<file path="src/rtl/jt12_pkg.sv">
// Shared slot, operator-group and carrier definitions for the JT12 accumulator control.
// Also provides the slot-to-channel/group decode helpers.
package jt12_pkg;

  localparam int unsigned NUM_SLOTS = 24;
  localparam int unsigned NUM_CH    = 6;
  localparam int unsigned SLOT_W    = 5;
  localparam int unsigned CH_W      = 3;
  localparam int unsigned ALG_W     = 3;
  localparam int unsigned PAN_W     = 2;

  localparam logic [SLOT_W-1:0] LAST_SLOT = SLOT_W'(NUM_SLOTS - 1);
  localparam logic [CH_W-1:0]   DAC_CH    = CH_W'(NUM_CH - 1);

  // Operator groups in slot order: slots 0-5 S1, 6-11 S3, 12-17 S2, 18-23 S4.
  typedef enum logic [1:0] {
    GRP_S1 = 2'd0,
    GRP_S3 = 2'd1,
    GRP_S2 = 2'd2,
    GRP_S4 = 2'd3
  } grp_e;

  // Carrier mask per algorithm, one bit per grp_e encoding (bit3=S4, bit2=S2, bit1=S3, bit0=S1).
  localparam logic [7:0][3:0] CARRIER_TBL = {
    4'b1111,  // alg7
    4'b1110,  // alg6
    4'b1110,  // alg5
    4'b1100,  // alg4
    4'b1000,  // alg3
    4'b1000,  // alg2
    4'b1000,  // alg1
    4'b1000   // alg0
  };

  function automatic grp_e slot_grp(input logic [SLOT_W-1:0] s);
    if (s >= 5'd18)      return GRP_S4;
    else if (s >= 5'd12) return GRP_S2;
    else if (s >= 5'd6)  return GRP_S3;
    else                 return GRP_S1;
  endfunction

  function automatic logic [CH_W-1:0] slot_ch(input logic [SLOT_W-1:0] s);
    if (s >= 5'd18)      return CH_W'(s - 5'd18);
    else if (s >= 5'd12) return CH_W'(s - 5'd12);
    else if (s >= 5'd6)  return CH_W'(s - 5'd6);
    else                 return CH_W'(s);
  endfunction

endpackage

</file>
<file path="src/rtl/jt12_carrier_dec.sv">
// Combinational algorithm-to-carrier decode: is operator group g a carrier under alg?
module jt12_carrier_dec
  import jt12_pkg::*;
(
  input  logic [ALG_W-1:0] alg,
  input  grp_e             g,
  output logic             carrier
);

  assign carrier = CARRIER_TBL[alg][2'(g)];

endmodule

</file>
<file path="src/rtl/jt12_acc_ctrl.sv">
// Per-slot accumulator control: slot counter, channel alg/pan register file,
// carrier/pan gating, DAC substitution on channel 5 and the registered output stage.
module jt12_acc_ctrl
  import jt12_pkg::*;
#(
  parameter int unsigned win = 14
) (
  input  logic                   rst,
  input  logic                   clk,
  input  logic                   clk_en,
  input  logic [win-1:0]         op_in,
  input  logic                   wr,
  input  logic [2:0]             wr_ch,
  input  logic [2:0]             wr_alg,
  input  logic [1:0]             wr_pan,
  input  logic                   dac_en,
  input  logic [7:0]             dac,
  output logic [win-1:0]         op_result,
  output logic                   sum_en_l,
  output logic                   sum_en_r,
  output logic                   zero,
  output logic [4:0]             slot
);

  localparam int unsigned PAD_W = win - 8;

  logic [ALG_W-1:0]  alg_q [NUM_CH];
  logic [PAN_W-1:0]  pan_q [NUM_CH];
  logic [SLOT_W-1:0] slot_cnt_q, slot_cnt_d;
  logic              dac_en_q, dac_en_d;

  logic [win-1:0]    op_result_q, op_result_d;
  logic              sum_en_l_q, sum_en_l_d;
  logic              sum_en_r_q, sum_en_r_d;
  logic              zero_q, zero_d;
  logic [SLOT_W-1:0] slot_q, slot_d;

  grp_e              grp;
  logic [CH_W-1:0]   ch;
  logic [ALG_W-1:0]  alg_cur;
  logic [PAN_W-1:0]  pan_cur;
  logic              carrier;
  logic              dac_sel;

  // Register file is clocked every cycle; a decode in the write cycle sees the old value.
  always_ff @(posedge clk or posedge rst) begin
    if (rst) begin
      alg_q <= '{default: '0};
      pan_q <= '{default: 2'b11};
    end else if (wr && (wr_ch <= DAC_CH)) begin
      alg_q[wr_ch] <= wr_alg;
      pan_q[wr_ch] <= wr_pan;
    end
  end

  assign grp     = slot_grp(slot_cnt_q);
  assign ch      = slot_ch(slot_cnt_q);
  assign alg_cur = alg_q[ch];
  assign pan_cur = pan_q[ch];

  jt12_carrier_dec u_carrier_dec (
    .alg     (alg_cur),
    .g       (grp),
    .carrier (carrier)
  );

  // DAC enable is live only at the frame's last slot and held for the next frame.
  always_comb begin
    slot_cnt_d  = (slot_cnt_q == LAST_SLOT) ? '0 : slot_cnt_q + 5'd1;
    dac_en_d    = dac_en_q;
    dac_sel     = 1'b0;
    op_result_d = op_in;
    sum_en_l_d  = carrier & pan_cur[1];
    sum_en_r_d  = carrier & pan_cur[0];
    zero_d      = (slot_cnt_q == '0);
    slot_d      = slot_cnt_q;

    if (slot_cnt_q == LAST_SLOT) begin
      dac_en_d = dac_en;
      dac_sel  = dac_en;
    end else if (ch == DAC_CH) begin
      dac_sel  = dac_en_q;
    end

    if (dac_sel) begin
      if (grp == GRP_S4) begin
        sum_en_l_d  = pan_cur[1];
        sum_en_r_d  = pan_cur[0];
        op_result_d = {~dac[7], dac[6:0], {PAD_W{1'b0}}};
      end else begin
        sum_en_l_d  = 1'b0;
        sum_en_r_d  = 1'b0;
      end
    end
  end

  always_ff @(posedge clk or posedge rst) begin
    if (rst) begin
      slot_cnt_q  <= '0;
      dac_en_q    <= 1'b0;
      op_result_q <= '0;
      sum_en_l_q  <= 1'b0;
      sum_en_r_q  <= 1'b0;
      zero_q      <= 1'b0;
      slot_q      <= '0;
    end else if (clk_en) begin
      slot_cnt_q  <= slot_cnt_d;
      dac_en_q    <= dac_en_d;
      op_result_q <= op_result_d;
      sum_en_l_q  <= sum_en_l_d;
      sum_en_r_q  <= sum_en_r_d;
      zero_q      <= zero_d;
      slot_q      <= slot_d;
    end
  end

  assign op_result = op_result_q;
  assign sum_en_l  = sum_en_l_q;
  assign sum_en_r  = sum_en_r_q;
  assign zero      = zero_q;
  assign slot      = slot_q;

endmodule

</file>
<file path="config.mk">
export PLATFORM = sky130hd
export DESIGN_NAME = jt12_acc_ctrl
export DESIGN_NICKNAME = d
export VERILOG_FILES = /design/src/rtl/jt12_pkg.sv /design/src/rtl/jt12_carrier_dec.sv /design/src/rtl/jt12_acc_ctrl.sv
export SDC_FILE = /design/constraint.sdc
export NUM_CORES = 1
export LEC_CHECK = 0
export ABC_AREA = 1
export BUFFER_PORTS_ARGS = -buffer_cell sky130_fd_sc_hd__buf_4
export CORE_UTILIZATION = 55
export DETAILED_ROUTE_END_ITERATION = 8
export GPL_TIMING_DRIVEN = 0
export PLACE_DENSITY_LB_ADDON = 0.3
export SETUP_SLACK_MARGIN = 0.02
export SLEW_MARGIN = 5
export SYNTH_ARGS = -nofsm -noshare
export SYNTH_HDL_FRONTEND = slang
export SYNTH_SLANG_ARGS = --single-unit
</file>
<file path="constraint.sdc">
create_clock -name clk -period 3.3 [get_ports clk]
set_clock_uncertainty 0.2 [all_clocks]
set_input_delay 0.165 -clock clk [delete_from_list [all_inputs] [get_ports clk]]
set_output_delay 0.165 -clock clk [all_outputs]
set_load 0.01 [all_outputs]
</file>
# Word level (Yosys, flattened, before mapping)
# Memories as Yosys holds them, arrays and structs flattened.
# Index checks and enable logic that the tools add are counted.
# op_classes
reduce_logical	4
eq_ne	3
n_lt_le_gt_ge	9
n_mul	0
n_div	0
n_addsub	4
shift	0
n_bitwise	5
n_mux	30
# ops
operator	n
$mux 14	2
$bwmux 18	1
$mux 3	6
$bwmux 12	1
$mux 2	5
$bmux 3 s3	1
$demux 3 s3	1
$ge 4x4->1 const B	2
$mux 1	8
$not 3->4	2
$bmux 2 s3	1
$demux 2 s3	1
$sub 3x3->3 const B	2
$add 5x1->5 const B	1
$eq 5x5->1 const B	1
$ge 5x3->1 const B	1
$ge 5x4->1 const B	1
$ge 5x5->1 const B	1
$logic_not 5->1	1
$mux 5	1
$lt 3x4->1 const B	1
$lt 4x1->1 const B	1
$mux 4	1
$eq 3x3->1 const B	1
9 further kinds	11
# totals
elab_cells	75
regBits	58
ram_bits	0
output_inout_bits	22
mem_bits_ro	32
latch_bits	0
mem_count	1
# mem_list
memory	words	word_bits	read_ports	rd_ports_with_merged_regs	wr	line_no	source
(no name shown)	8	4	1	0	0	jt12_carrier_dec.sv:10	assign carrier = CARRIER_TBL[alg][2'(g)];

# Longest topological paths before layout
# Gate-level depths: netlist (run 1).
# depth
word_depth	14
ltp_mapped	20

# Modules after synthesis
# From an unflattened synthesis (run 1), not the netlist that was laid out.
# hier_totals
cells_unflattened	368
hier_area_um2	2930.3
# by_module_without_submodules
mod	cells_each	instances	seq_area_each_um2	area_per_inst_um2
jt12_acc_ctrl	359	1	1466.4	2895.3
jt12_carrier_dec	9	1	0.0	35.0

# Least setup slack after synthesis (run 1)
# Ideal clock, no wire load.
# synth_path
kind	register -> register
start	reg slot_cnt_q[0]
end	reg op_result_q[12], in the netlist op_result[12]
n_path_buf	3
path_slack_ns	0.664
arrival_ns	2.315
required_time_ns	2.979
path_stages_with_launch	19
setup_time_ns	0.121
cell_sequence	dfrtp_1 > buf_4 > inv_4 > clkbuf_1 > ha_1 > nand2_1 > nand2_1 > nand2_4 > nand2_2 > nand2_4 > nand2_4 > inv_4 > nor2_4 > nand4_4 > a21oi_4 > buf_6 > nand2_1 > nand2_1 > o21ai_1
# synth_via
elab_chain_len	8
word_cells_on_any_way	19
cone_classes	add/sub: 3; order compare: 3; eq/ne: 3; mux: 10
# synth_lines
element	line_no	source
from (decl)	jt12_acc_ctrl.sv:29	logic [SLOT_W-1:0] slot_cnt_q, slot_cnt_d;
from (signal assigned)	jt12_acc_ctrl.sv:107	slot_cnt_q <= slot_cnt_d;
$ge 5x3->1 or $sub 3x3->3 (tied branches)	jt12_pkg.sv:38, jt12_pkg.sv:45	
$mux 3	jt12_pkg.sv:45	else if (s >= 5'd6) return CH_W'(s - 5'd6);
$mux 3	jt12_pkg.sv:44	else if (s >= 5'd12) return CH_W'(s - 5'd12);
$mux 3	jt12_pkg.sv:43	if (s >= 5'd18) return CH_W'(s - 5'd18);
$eq 3x3->1	jt12_acc_ctrl.sv:81	end else if (ch == DAC_CH) begin
$mux 1	jt12_acc_ctrl.sv:81	
$mux 1	jt12_acc_ctrl.sv:78	if (slot_cnt_q == LAST_SLOT) begin
$mux 14 *	jt12_acc_ctrl.sv:85	if (dac_sel) begin
to (signal assigned)	jt12_acc_ctrl.sv:109	op_result_q <= op_result_d;
to (decl)	jt12_acc_ctrl.sv:32	logic [win-1:0] op_result_q, op_result_d;
# Every way passes the cells marked *; elsewhere a longest branch is shown, timed or not.
# A chain may end at the register's enable or synchronous reset.

# Final worst setup path (run 1)
# layout_path
start	reg slot_cnt_q[0]
end	reg op_result_q[8], in the netlist op_result[8]
# The elaborated chain is that of the path after synthesis.

==> results.rst, run 1 <==
.. list-table::
   :header-rows: 1

   * - Metric
     - Value
   * - Effective utilization at floorplan
     - ~58%
   * - Global-route wire length before repair
     - 13000 um
   * - Routed via count
     - 2870
   * - F_max
     - 324 MHz
   * - Layout fillers
     - around 360
   * - Final Hold Fails
     - 0
   * - Number of slew-limit violations in the final report
     - 0
   * - Number of distinct standard cells referenced by the synthesized netlist
     - 34
   * - Clk Latency, worst-skew pair
     - 0.33 ns
   * - Slowest Stage Delay on Critical Path
     - 0.40 ns
   * - Buffer cell driving the clock tree root
     - sky130_fd_sc_hd__clkbuf_8
   * - Post-layout util
     - a little under 80%
   * - Required time reported for the critical path endpoint
     - 3.32 ns
   * - Antenna Nets Post-Route
     - 0
   * - Final GP Congestion
     - 0.871
   * - Post-detailed-route wirelength per cell
     - 14.3 um
   * - Chip height
     - 76.0 um
   * - Overall die area
     - 5780 sq um
   * - Max FO, Critical Path
     - 11
   * - Total power of the final layout
     - 3050 uW
   * - Synthesized net count
     - 425
   * - Power density over cell area
     - 752 nW/um^2
   * - Sinks on Clock Net
     - 58
   * - Number of iterations in the first detailed-routing pass
     - 5
   * - Post-synthesis cell area
     - 3010 sq um
   * - Row count
     - 26
   * - Vias per cell
     - 5.16
   * - Clock transition at the registers of the reported paths
     - around 0.070 ns
   * - Total GRT Usage
     - around 29%
   * - Type of the worst setup path
     - flip-flop to flip-flop
   * - Sequential cell area
     - 1470 sq um
   * - Worst min path class
     - input port to flip-flop
   * - Setup repair after global routing missed its margin
     - false
   * - Final WS setup
     - 0.214 ns
   * - Layout cells sized above 1
     - 22.4%
   * - Worst Max-Slew Pin Slew
     - 0.541 ns
   * - Maximum number of pins on one net before global-route repair
     - 35
   * - Hold_ws
     - 0.0781 ns
   * - Cell at the slowest stage of the critical path
     - sky130_fd_sc_hd__dfrtp_1
   * - Count of boundary I/O pins
     - 57
   * - Portion of the clock cycle consumed by the worst path in the final layout
     - ~94%
   * - Commonest non-fill, non-tap cell in the layout
     - sky130_fd_sc_hd__nand2_1
   * - Number of synthesized register bits
     - 58
   * - Post-placement setup slack
     - 0.117 ns
   * - Die X
     - 76.0 um
   * - CP Data Arrival Time
     - 3.10 ns
   * - Antenna violations before repair
     - 0
   * - Overall overflow remaining after global route
     - 0
   * - Setup total negative slack
     - 0 ns
   * - Critical path capture point type
     - flip-flop
   * - Number of warnings reported in the yosys synthesis log
     - 0
   * - TritonCTS clock tree
     - built
   * - Detailed Place HPWL
     - 4940 um
   * - Number of buffer cells added on primary ports
     - 56
   * - Commonest non-fill, non-tap cells in the layout
     - sky130_fd_sc_hd__nand2_1 (144), sky130_fd_sc_hd__buf_4 (57), sky130_fd_sc_hd__o21ai_0 (48)
   * - Diode insertion count for antenna repair
     - 0
   * - # nets final
     - 522
   * - Syn-to-layout area delta
     - 34.7%
   * - Number of levels the H-tree was split into
     - 3
   * - Placeable Area
     - between 5000 and 6000 sq um
   * - Cells along the critical path
     - buf_4 -> inv_4 -> buf_2 -> ha_1 -> nand2_1 -> nand2_1 -> nand2_4 -> nand2_2 -> nand2_4 -> nand2_4 -> inv_4 -> nor2_4 -> nand4_4 -> a21oi_4 -> buf_6 -> nand2_1 -> nand2_1 -> o21ai_1
   * - Postcts setup bufs
     - 0
   * - Detailed router's first-iteration violation count
     - 154
   * - Number of CTS-inserted buffers
     - 9
   * - DRC errors left
     - 0
   * - Cell leakage power
     - roughly 0.0021 uW
   * - Max-Slew Margin vs Limit
     - 64.0%
   * - Post-Syn Area per Cell
     - 7.85 sq um
   * - Kind of start point of the critical path
     - flip-flop
   * - Number of global-route vias before repair
     - around 2800
   * - Multi-input gate area in the final layout
     - 1350 sq um
   * - Result of the run
     - complete, no violations
   * - Total Wirelength
     - 7950 um
   * - Minimum period implied by the final worst setup slack
     - 3.09 ns
   * - Setup Viol. Count Final
     - 0
   * - Part of the Yosys area used for sequential elements
     - 48.7%
   * - Largest vdd supply drop
     - 0.489 mV
   * - Total of max-cap violations
     - 0
   * - Critical Path Most Common Cell
     - sky130_fd_sc_hd__nand2_1
   * - Mapped Cells
     - 384
   * - Max clock buf depth
     - 2
==> where the power goes <==
group	internal [uW]	switching, uW	total [uW]	leakage (uW)
sequential	891	134	1020	0.000697
clock	425	290	714	0.000115
combinational	498	818	1320	0.00125
==> cells by family after synthesis <==
kind of cell / Yosys count / share of synthesized area (%)
AO/OA/AOI/OAI: 67 / 12.2
XOR/XNOR: 1 / 0.291
adder cells (fa/ha/maj): 6 / 2.49
buffers and inverters: 47 / 6.64
flip-flops: 58 / 48.7
multiplexers: 3 / 0.996
AND/OR/NAND/NOR: 202 / 28.7
==> per-stage QoR <==
stage	cell area, sq um	instances
after floorplan	3010	384
after global placement	3520	510
after detailed placement	3540	511
after CTS	4060	556
after global routing	4060	556
final	4060	556
==> metal layers <==
layer  part of all wire [%]  global-route usage [%]
met4                    2.8                    11.5
met3                    4.8                    6.23
met5                      0                       0
met2                     49                    49.5
met1                     43                    35.2
==> flip-flops by register name (all words and copies together) (netlist names), 5 cells and up <==
name and flops:
alg_q 18, op_result 14, pan_q 12, slot 5
slot_cnt_q 5
==> critical path, delay by kind of cell, from the launching register on <==
kind                     cells  cell delay (ns)
AO/OA/AOI/OAI                2             0.32
flip-flops                   1             0.40
adder cells (fa/ha/maj)      1             0.20
AND/OR/NAND/NOR             10             1.01
buffers and inverters        5             0.83
==> layout make-up <==
type,instances,share of cell area (%)
buffer,10,1.42
clock buffer,14,5.30
inverter,37,3.54
multi-input combinational,279,33.2
sequential,58,36.1
tap,70,2.16
clock inverter,2,0.308
timing repair buffer,86,18.0
==> cells in the mapped netlist <==
cell type                  number  area (sq um)
sky130_fd_sc_hd__nand2_1      144           541
sky130_fd_sc_hd__o21ai_0       48           240
sky130_fd_sc_hd__dfrtp_1       46          1150
sky130_fd_sc_hd__inv_1         32           120
sky130_fd_sc_hd__nor2_1        29           109
sky130_fd_sc_hd__dfstp_2       12           315
sky130_fd_sc_hd__nand3_1       11          55.1
sky130_fd_sc_hd__o21ai_1        8          40.0
sky130_fd_sc_hd__clkbuf_1       7          26.3
sky130_fd_sc_hd__ha_1           6          75.1
sky130_fd_sc_hd__a21oi_1        5          25.0
sky130_fd_sc_hd__inv_2          3          11.3
sky130_fd_sc_hd__mux2i_1        3          30.0
sky130_fd_sc_hd__nand2_2        3          18.8
sky130_fd_sc_hd__nand2_4        3          33.8
sky130_fd_sc_hd__nor3_1         3          15.0
sky130_fd_sc_hd__a31oi_1        2          12.5
sky130_fd_sc_hd__buf_6          2          22.5
sky130_fd_sc_hd__inv_4          2          12.5
sky130_fd_sc_hd__a21oi_2        1          8.76
sky130_fd_sc_hd__a21oi_4        1          16.3
sky130_fd_sc_hd__buf_4          1          7.51
sky130_fd_sc_hd__nand3_2        1          10.0
sky130_fd_sc_hd__nand3_4        1          17.5
sky130_fd_sc_hd__nand3b_1       1          7.51
sky130_fd_sc_hd__nand4_1        1          6.26
sky130_fd_sc_hd__nand4_4        1          21.3
sky130_fd_sc_hd__nor2_2         1          6.26
sky130_fd_sc_hd__nor2_4         1          11.3
sky130_fd_sc_hd__nor3b_1        1          7.51
sky130_fd_sc_hd__nor4_1         1          6.26
sky130_fd_sc_hd__o21ai_4        1          16.3
sky130_fd_sc_hd__o41ai_1        1          8.76
sky130_fd_sc_hd__xor2_1         1          8.76
==> worst paths after layout <==
check                              start  cells past startpoint            end  slack, ns
max in group asynchronous            rst                      4       pan_q[7]       2.05
hold reg to reg                 alg_q[9]                      2       alg_q[9]       0.29
min in group asynchronous            rst                      3      alg_q[11]       0.23
setup reg to reg           slot_cnt_q[0]                     18   op_result[8]       0.21
setup / recovery           slot_cnt_q[0]                     18   op_result[8]       0.21
hold / removal                    clk_en                      4  slot_cnt_q[3]       0.08
==> timing repair <==
item                                   4_1_cts  5_1_grt
endpoints found under the hold margin       58        0
setup endpoints to repair                    0       16
gates resized for setup                      0        3
hold buffers                                29        0
Power figures use the tool's default switching activity.
==> run 2: changes to the inputs <==
--- a/config.mk
+++ b/config.mk
@@ -5,12 +5,11 @@
 export SDC_FILE = /design/constraint.sdc
 export NUM_CORES = 1
 export LEC_CHECK = 0
-export ABC_AREA = 1
 export BUFFER_PORTS_ARGS = -buffer_cell sky130_fd_sc_hd__buf_4
 export CORE_UTILIZATION = 55
 export DETAILED_ROUTE_END_ITERATION = 8
 export GPL_TIMING_DRIVEN = 0
-export PLACE_DENSITY_LB_ADDON = 0.3
+export PLACE_DENSITY_LB_ADDON = 0.2
 export SETUP_SLACK_MARGIN = 0.02
 export SLEW_MARGIN = 5
 export SYNTH_ARGS = -nofsm -noshare
==> run 2 against run 1 <==
Clock power is 18% lower. Maximum frequency is 1.4% lower. Non-clock buffer count is 2 higher. Core utilization hardly changed. Setup slack worse by 0.044 ns. Cell area hardly changed. Sequential share of layout area hardly changed. First-iteration DRC count is 21% higher. Routed wire length is 6.4% lower. Sequential cell count stayed put. Critical path type unchanged. Highest routed layer unchanged.
==> results.rst, run 2 <==
.. list-table::
   :header-rows: 1

   * - Metric
     - Value
   * - Number of global-route vias before repair
     - 2517 (was 2770)
   * - Antenna violations before repair
     - 0 (unchanged)
   * - Die X
     - 76.4 um (was 76.0 um)
   * - Layout cells sized above 1
     - 40.7% (was 22.4%)
   * - Sinks on Clock Net
     - 58 (unchanged)
   * - Post-synth top area share
     - 37.8% (was 38.2%)
   * - Post-Syn Area per Cell
     - 11.6 sq um (was 7.85 sq um)
   * - Number of buffer cells added on primary ports
     - 56 (unchanged)
   * - Cell with the most instances after synthesis
     - sky130_fd_sc_hd__dfrtp_1 (was sky130_fd_sc_hd__nand2_1)
   * - Synthesized net count
     - 303 (was 425)
   * - Final Hold Fails
     - 0 (unchanged)
   * - Power density over cell area
     - 783 nW/um^2 (was 752 nW/um^2)
   * - Minimum period implied by the final worst setup slack
     - 3.13 ns (was 3.09 ns)
   * - Number of distinct standard cells referenced by the synthesized netlist
     - 51 (was 34)
   * - Layout fillers
     - 328 (was 358)
   * - Antenna Nets Post-Route
     - 0 (unchanged)
   * - Number of warnings reported in the yosys synthesis log
     - 0 (unchanged)
   * - Result of the run
     - complete, no violations (unchanged)
   * - Commonest non-fill, non-tap cells in the layout
     - sky130_fd_sc_hd__buf_4 (57), sky130_fd_sc_hd__dfrtp_1 (46), sky130_fd_sc_hd__mux2_2 (39) (was sky130_fd_sc_hd__nand2_1 (144), sky130_fd_sc_hd__buf_4 (57), sky130_fd_sc_hd__o21ai_0 (48))
   * - Max clock buf depth
     - 2 (unchanged)
   * - Setup Viol. Count Final
     - 0 (unchanged)
   * - Largest vdd supply drop
     - 0.465 mV (was 0.489 mV)
   * - Vias per cell
     - 5.61 (was 5.16)
   * - Critical Path Most Common Cell
     - sky130_fd_sc_hd__buf_8 (was sky130_fd_sc_hd__nand2_1)
   * - Post-detailed-route wirelength per cell
     - 17.1 um (was 14.3 um)
   * - Sequential cell area
     - 1470 sq um (unchanged)
   * - Fraction of registers with async set or reset after synthesis
     - 100% (unchanged)
   * - Total of max-cap violations
     - 0 (unchanged)
   * - Portion of the clock cycle consumed by the worst path in the final layout
     - 94.9% (was 93.5%)
   * - EDFF count, synth
     - 0 (unchanged)
   * - Number of levels the H-tree was split into
     - 3 (unchanged)
   * - TritonCTS clock tree
     - built (unchanged)
   * - F_max
     - 319 MHz (was 324 MHz)
   * - Effective utilization at floorplan
     - 58.5% (was 57.9%)
   * - Overall die area
     - 5840 sq um (was 5780 sq um)
   * - Kind of start point of the critical path
     - flip-flop (unchanged)
   * - Largest Register
     - alg_q (unchanged)
   * - Detailed router's first-iteration violation count
     - 187 (was 154)
   * - Max FO, Critical Path
     - 10 (was 11)
   * - Worst Max-Slew Pin Slew
     - 0.985 ns (was 0.541 ns)
   * - Total Wirelength
     - 7440 um (was 7950 um)
   * - Global-route wire length before repair
     - 12300 um (was 13000 um)
   * - Post-synth top area cell
     - sky130_fd_sc_hd__dfrtp_1 (unchanged)
   * - Chip height
     - 76.4 um (was 76.0 um)
   * - Row count
     - 26 (unchanged)
   * - Mapped Cells
     - 262 (was 384)
   * - Slowest Stage Delay on Critical Path
     - 0.39 ns (was 0.40 ns)
   * - Routed via count
     - 2436 (was 2870)
   * - Synth top area cells
     - sky130_fd_sc_hd__dfrtp_1 (38%), sky130_fd_sc_hd__mux2_2 (14%), sky130_fd_sc_hd__dfstp_2 (10%) (was sky130_fd_sc_hd__dfrtp_1 (38%), sky130_fd_sc_hd__nand2_1 (18%), sky130_fd_sc_hd__dfstp_2 (10%))
   * - Overall overflow remaining after global route
     - 0 (unchanged)
   * - Cells along the critical path
     - clkbuf_2 -> inv_1 -> ha_1 -> nand2b_4 -> and3_4 -> o21ai_2 -> and2_4 -> buf_8 -> a31oi_4 -> nor2_4 -> buf_8 -> mux2i_1 -> a21oi_1 (was buf_4 -> inv_4 -> buf_2 -> ha_1 -> nand2_1 -> nand2_1 -> nand2_4 -> nand2_2 -> nand2_4 -> nand2_4 -> inv_4 -> nor2_4 -> nand4_4 -> a21oi_4 -> buf_6 -> nand2_1 -> nand2_1 -> o21ai_1)
   * - Required time reported for the critical path endpoint
     - 3.30 ns (was 3.32 ns)
   * - Max-Slew Margin vs Limit
     - 34.2% (was 64.0%)
   * - Critical path capture point type
     - flip-flop (unchanged)
   * - DRC errors left
     - 0 (unchanged)
   * - Post-synthesis cell area
     - 3040 sq um (was 3010 sq um)
   * - Commonest non-fill, non-tap cell in the layout
     - sky130_fd_sc_hd__buf_4 (was sky130_fd_sc_hd__nand2_1)
   * - Final non-filler cell area
     - 4060 sq um (about the same)
   * - Count of boundary I/O pins
     - 57 (unchanged)
   * - Worst min path class
     - input port to flip-flop (unchanged)
   * - Final GP Congestion
     - 0.835 (was 0.871)
   * - Hold_ws
     - 0.0878 ns (was 0.0781 ns)
   * - Clock transition at the registers of the reported paths
     - 0.07 ns (about the same)
   * - Syn-to-layout area delta
     - 33.4% (was 34.7%)
   * - Placeable Area
     - 5200 sq um (unchanged)
   * - Detailed Place HPWL
     - 4810 um (was 4940 um)
   * - Cell at the slowest stage of the critical path
     - sky130_fd_sc_hd__dfrtp_1 (unchanged)
   * - # nets final
     - 400 (was 522)
   * - Buffer cell driving the clock tree root
     - sky130_fd_sc_hd__clkbuf_8 (unchanged)
   * - Maximum number of pins on one net before global-route repair
     - 33 (was 35)
   * - CP Data Arrival Time
     - 3.13 ns (was 3.10 ns)
   * - Primary FF master, synth
     - sky130_fd_sc_hd__dfrtp_1 (unchanged)
   * - Type of the worst setup path
     - flip-flop to flip-flop (unchanged)
   * - Number of synthesized register bits
     - 58 (unchanged)
   * - Clk Latency, worst-skew pair
     - 0.33 ns (about the same)
   * - Diode insertion count for antenna repair
     - 0 (unchanged)
   * - Number of CTS-inserted buffers
     - 9 (unchanged)
   * - Multi-input gate area in the final layout
     - 1440 sq um (was 1350 sq um)
   * - Part of the Yosys area used for sequential elements
     - 48.2% (was 48.7%)
   * - Post-placement cell area
     - 3570 sq um (was 3540 sq um)
   * - Number of iterations in the first detailed-routing pass
     - 4 (was 5)
   * - Cell leakage power
     - 0.00182 uW (was 0.00206 uW)
   * - Setup repair after global routing missed its margin
     - true (was false)
   * - Number of slew-limit violations in the final report
     - 0 (unchanged)
   * - Total GRT Usage
     - 27.4% (was 28.7%)
   * - Commonest cells in the netlist
     - sky130_fd_sc_hd__dfrtp_1 (46), sky130_fd_sc_hd__mux2_2 (39), sky130_fd_sc_hd__nor2_1 (25) (was sky130_fd_sc_hd__nand2_1 (144), sky130_fd_sc_hd__o21ai_0 (48), sky130_fd_sc_hd__dfrtp_1 (46))
   * - Total power of the final layout
     - 3180 uW (was 3050 uW)
   * - Largest register FFs
     - 18 (unchanged)
-- run 2: cell types whose count changed in the layout (fill, tap and decap cells not counted), moves of 4 or more --
| cell | change |
|---|---|
| sky130_fd_sc_hd__a21oi_1 | +5 |
| sky130_fd_sc_hd__inv_1 | -21 |
| sky130_fd_sc_hd__mux2_2 | +39 |
| sky130_fd_sc_hd__mux2i_1 | +16 |
| sky130_fd_sc_hd__nand2_1 | -125 |
| sky130_fd_sc_hd__nand3_1 | -7 |
| sky130_fd_sc_hd__nor2_1 | -4 |
| sky130_fd_sc_hd__nor2b_1 | +4 |
| sky130_fd_sc_hd__o21ai_0 | -45 |
| sky130_fd_sc_hd__o21ai_1 | -7 |
| sky130_fd_sc_hd__o22ai_1 | +6 |
-- run 2: timing repair --
item,in CTS,in global routing
hold endpoints to repair,63,0
hold buffers,29,0
endpoints found under the setup margin,6,8
resized for setup,1,4
buffers inserted,0,0
pin swaps,0,1
-- run 2: path summary, 6_finish.rpt --
path                          startpoint           end  slack, ns  cells after the start
setup / recovery           slot_cnt_q[0]  op_result[6]       0.17                     13
hold / removal                    clk_en       slot[4]       0.09                      3
setup reg to reg           slot_cnt_q[0]  op_result[6]       0.17                     13
hold reg to reg                 alg_q[0]      alg_q[0]       0.31                      1
max in group asynchronous            rst      pan_q[0]       1.98                      4
min in group asynchronous            rst      alg_q[7]       0.28                      3
-- run 2: stage by stage --
| step | cells | util, % | setup TNS, ns | setup WS (ns) |
|---|---|---|---|---|
| floorplan | 262 | - | 0 | 0.462 |
| global placement | 388 | 68.2 | -0.0822 | -0.0430 |
| detailed placement | 389 | 68.6 | -0.452 | -0.146 |
| CTS | 434 | 77.6 | 0 | 0.0651 |
| global route | 434 | 78.0 | 0 | 0.0178 |
| finish | 434 | 78.0 | 0 | 0.170 |
-- run 2: worst max-delay path, delay by kind of cell (launching register included) --
family,cells,cell delay (ns)
muxes,1,0.23
buffers and inverters,4,0.73
adders and majority gates,1,0.27
and+or+nand+nor,4,0.72
DFF,1,0.39
AOI/OAI and AO/OA,3,0.44
-- run 2: cell families (layout without fill, tap and decap cells) --
| kind of cell | after synthesis | count (layout) | synth area share [%] |
|---|---|---|---|
| AOI/OAI and AO/OA | 41 | 41 | 10.2 |
| muxes | 59 | 59 | 21.4 |
| xor gates and xnor gates | 1 | 1 | 0.288 |
| adders and majority gates | 6 | 6 | 2.47 |
| and+or+nand+nor | 72 | 72 | 12.2 |
| DFF | 58 | 58 | 48.2 |
| buffers and inverters | 25 | 127 | 5.30 |
-- run 2: layer usage --
metal  share of wire (%)  routed length, um  track usage (%)
met1                  42               3100             33.5
met2                  53               3910             46.8
met3                 5.0                369             8.38
met4                0.79                 59             7.12
met5                   0                  0                0
-- run 2: power by group --
group	internal, uW	switching, uW	leakage, uW
combinational	749	796	0.00105
clock	294	290	0.0000976
sequential	917	135	0.000677
total	1960	1220	0.00182
-- run 2: layout make-up --
| cell class | instances | share of cell area (%) |
|---|---|---|
| Tap cell | 70 | 2.16 |
| Clock buffer | 10 | 3.39 |
| Clock inverter | 6 | 0.925 |
| Multi-Input combinational cell | 179 | 35.4 |
| Timing Repair Buffer | 86 | 18.0 |
| Buffer | 12 | 2.80 |
| Sequential cell | 58 | 36.1 |
| Inverter | 13 | 1.20 |
==> run 3: changes to the inputs <==
--- a/config.mk
+++ b/config.mk
@@ -6,8 +6,9 @@
 export NUM_CORES = 1
 export LEC_CHECK = 0
 export BUFFER_PORTS_ARGS = -buffer_cell sky130_fd_sc_hd__buf_4
-export CORE_UTILIZATION = 55
+export CORE_UTILIZATION = 50
 export DETAILED_ROUTE_END_ITERATION = 8
+export GPL_ROUTABILITY_DRIVEN = 0
 export GPL_TIMING_DRIVEN = 0
 export PLACE_DENSITY_LB_ADDON = 0.2
 export SETUP_SLACK_MARGIN = 0.02
==> run 3 against run 2 <==
Via count fell by 3.0%. Sequential cell count did not move. Maximum frequency rose by 0.76%. Critical path depth did not move. Routed wire length fell by 4.3%. Sequential share of layout area fell by 0.52 points. First-iteration DRC count fell by 28%. Combinational power barely moved. Core utilization fell by 8.0 points. Die area rose by 9.7%. Power rose by 4.0%. Sequential power barely moved. Critical path type unchanged. Largest power group unchanged.
==> results.rst, run 3 (synthesis gave the netlist of run 2 again) <==
.. list-table::
   :header-rows: 1

   * - Metric
     - Value
   * - TritonCTS clock tree
     - built (unchanged)
   * - Critical Path Sink
     - op_result[12] (was op_result[6])
   * - Commonest non-fill, non-tap cells in the layout
     - sky130_fd_sc_hd__buf_4 (57), sky130_fd_sc_hd__dfrtp_1 (45), sky130_fd_sc_hd__mux2_2 (39) (was sky130_fd_sc_hd__buf_4 (57), sky130_fd_sc_hd__dfrtp_1 (46), sky130_fd_sc_hd__mux2_2 (39))
   * - Minimum period implied by the final worst setup slack
     - 3.11 ns (was 3.13 ns)
   * - Total internal power
     - 2130 uW (was 1960 uW)
   * - Register-to-register setup slack
     - 0.19 ns (was 0.17 ns)
   * - Total Wirelength
     - 7120 um (was 7440 um)
   * - Placeable Area
     - 5890 sq um (was 5200 sq um)
   * - Total GRT Usage
     - 24.0% (was 27.4%)
   * - Routed via count
     - 2363 (was 2436)
   * - Critical Path Most Common Cell
     - sky130_fd_sc_hd__buf_8 (unchanged)
   * - Overall overflow remaining after global route
     - 0 (unchanged)
   * - Total of max-cap violations
     - 0 (unchanged)
   * - Post-detailed-route wirelength per cell
     - 16.2 um (was 17.1 um)
   * - Worst min path class
     - input port to flip-flop (unchanged)
   * - Row count
     - 28 (was 26)
   * - Result of the run
     - complete, no violations (unchanged)
   * - Worst r2r dst
     - op_result[12] (was op_result[6])
   * - Setup repair after global routing missed its margin
     - false (was true)
   * - Portion of the clock cycle consumed by the worst path in the final layout
     - 94.1% (was 94.9%)
   * - Worst Max-Slew Pin Slew
     - 0.999 ns (was 0.985 ns)
   * - Post-layout util
     - 70.0% (was 78.0%)
   * - Number of buffer cells added on primary ports
     - 56 (unchanged)
   * - Diode insertion count for antenna repair
     - 0 (unchanged)
   * - Required time reported for the critical path endpoint
     - 3.31 ns (was 3.30 ns)
   * - Postcts setup bufs
     - 0 (unchanged)
   * - Number of iterations in the first detailed-routing pass
     - 7 (was 4)
   * - Vias per cell
     - 5.38 (was 5.61)
   * - Die X
     - 80.0 um (was 76.4 um)
   * - Maximum number of pins on one net before global-route repair
     - 40 (was 33)
   * - Largest vdd supply drop
     - 0.453 mV (was 0.465 mV)
   * - Clock transition at the registers of the reported paths
     - 0.07 ns (about the same)
   * - WL met2
     - 3520 um (was 3910 um)
   * - Global-route wire length before repair
     - 11100 um (was 12300 um)
   * - Cells along the critical path
     - inv_2 -> ha_1 -> nand2b_4 -> a311oi_4 -> or3_1 -> buf_6 -> and2_4 -> buf_8 -> a31oi_4 -> nor2_4 -> buf_8 -> mux2i_1 -> a21oi_1 (was clkbuf_2 -> inv_1 -> ha_1 -> nand2b_4 -> and3_4 -> o21ai_2 -> and2_4 -> buf_8 -> a31oi_4 -> nor2_4 -> buf_8 -> mux2i_1 -> a21oi_1)
   * - Post-placement setup slack
     - -0.0628 ns (was -0.146 ns)
   * - Cell at the slowest stage of the critical path
     - sky130_fd_sc_hd__dfrtp_2 (was sky130_fd_sc_hd__dfrtp_1)
   * - Layout cells sized above 1
     - 40.4% (was 40.7%)
   * - Cells on worst reg2reg path
     - 13 (unchanged)
   * - Portion of total power attributed to combinational logic
     - 45.7% (was 48.6%)
   * - Overall die area
     - 6400 sq um (was 5840 sq um)
   * - Critical path capture point type
     - flip-flop (unchanged)
   * - DRC errors left
     - 0 (unchanged)
   * - Antenna Nets Post-Route
     - 0 (unchanged)
   * - M1 WL
     - 3100 um (about the same)
   * - Total power of the final layout
     - 3310 uW (was 3180 uW)
   * - Largest Register
     - alg_q (unchanged)
   * - Detailed router's first-iteration violation count
     - 134 (was 187)
   * - Routed met3 length
     - 326 um (was 369 um)
   * - Effective utilization at floorplan
     - 51.7% (was 58.5%)
   * - F_max
     - 322 MHz (was 319 MHz)
   * - Sequential share of power
     - 31.7% (was 33.1%)
   * - Commonest non-fill, non-tap cell in the layout
     - sky130_fd_sc_hd__buf_4 (unchanged)
   * - Max FO, Critical Path
     - 11 (was 10)
   * - Max-Slew Margin vs Limit
     - 33.2% (was 34.2%)
   * - CP Data Arrival Time
     - 3.11 ns (was 3.13 ns)
   * - Number of global-route vias before repair
     - 2273 (was 2517)
   * - Sinks on Clock Net
     - 58 (unchanged)
   * - Setup Viol. Count Final
     - 0 (unchanged)
   * - Antenna violations before repair
     - 0 (unchanged)
   * - Slowest Stage Delay on Critical Path
     - 0.50 ns (was 0.39 ns)
   * - Number of slew-limit violations in the final report
     - 0 (unchanged)
   * - Switching fraction of total power
     - 35.7% (was 38.4%)
   * - Syn-to-layout area delta
     - 35.4% (was 33.4%)
   * - Count of boundary I/O pins
     - 57 (unchanged)
   * - # nets final
     - 400 (unchanged)
   * - Final WS setup
     - 0.193 ns (was 0.170 ns)
   * - Net Sw Power
     - 1180 uW (was 1220 uW)
   * - Type of the worst setup path
     - flip-flop to flip-flop (unchanged)
   * - Buffer cell driving the clock tree root
     - sky130_fd_sc_hd__clkbuf_8 (unchanged)
   * - Clock Power Share
     - 22.6% (was 18.4%)
   * - Kind of start point of the critical path
     - flip-flop (unchanged)
   * - Start point of the critical path
     - slot_cnt_q[1] (was slot_cnt_q[0])
   * - Detailed Place HPWL
     - 4740 um (was 4810 um)
   * - Beginning of the worst register-to-register path
     - slot_cnt_q[1] (was slot_cnt_q[0])
   * - Final Hold Fails
     - 0 (unchanged)
   * - Number of levels the H-tree was split into
     - 3 (unchanged)
   * - Largest register FFs
     - 18 (unchanged)
   * - Clk Latency, worst-skew pair
     - 0.35 ns (was 0.33 ns)
   * - Number of CTS-inserted buffers
     - 9 (unchanged)
   * - Power density over cell area
     - 802 nW/um^2 (was 783 nW/um^2)
   * - Chip height
     - 80.0 um (was 76.4 um)
   * - Cell leakage power
     - 0.00184 uW (was 0.00182 uW)
   * - Max clock buf depth
     - 2 (unchanged)
   * - Uppermost layer routed
     - met4 (unchanged)
run 3: power groups by stage:
stage	registers (uW)	logic (uW)	clock network, uW
4_1_cts	1040	1470	758
3_5_place_dp	1050	1440	0
2_1_floorplan	1050	1050	0
3_3_place_gp	1040	1410	0
5_1_grt	1080	1640	788
6_report	1050	1510	747
run 3: what timing repair did:
item / 4_1_cts / 5_1_grt
endpoints found under the hold margin: 64 / 0
hold buffers: 29 / 0
pin swaps: 0 / 1
gates resized for setup: 1 / 6
endpoints found under the setup margin: 6 / 13
run 3: metal layers:
metal,global-route usage (%),vias to the layer above
met3,4.57,17
met4,13.9,0
met1,29.7,1136
li1,-,1137
met2,39.0,73
met5,0,-
run 3: worst min-delay path by stage:
stage / from / endpoint / slack [ns] / cells past startpoint
floorplan: op_in[4] / op_result[4] / 0.11 / 2
global placement: op_in[4] / op_result[4] / 0.22 / 3
detailed placement: rst / alg_q[10] / 0.009 / 2
CTS: clk_en / slot[4] / 0.06 / 3
global route: clk_en / slot[4] / 0.07 / 3
finish: clk_en / slot[4] / 0.06 / 3
run 3: worst max-delay path, delay by kind of cell, from the launching register on:
family                     cells  cell delay (ns)
AOI/OAI and AO/OA              3             0.61
adders and majority gates      1             0.21
buffers and inverters          4             0.58
DFF                            1             0.50
muxes                          1             0.23
and+or+nand+nor                4             0.64
run 3: layout make-up:
class | instances | area [sq um]
plain buffers | 12 | 114
clock buffers | 12 | 155
clock inverters | 4 | 73.8
fillers | 465 | 1760
inverters | 13 | 48.8
multi-input cells | 179 | 1440
flip-flops and latches | 58 | 1470
well taps | 75 | 93.8
repair buffers | 86 | 731
run 3: through the flow:
step | area (sq um) | hold slack, ns | setup TNS [ns] | cells
2_1_floorplan | 3040 | 0.106 | 0 | 262
3_3_place_gp | 3560 | 0.220 | 0 | 393
3_5_place_dp | 3580 | 0.00945 | -0.282 | 394
4_1_cts | 4100 | 0.0610 | 0 | 439
5_1_grt | 4120 | 0.0743 | 0 | 439
6_report | 4120 | 0.0646 | 0 | 439
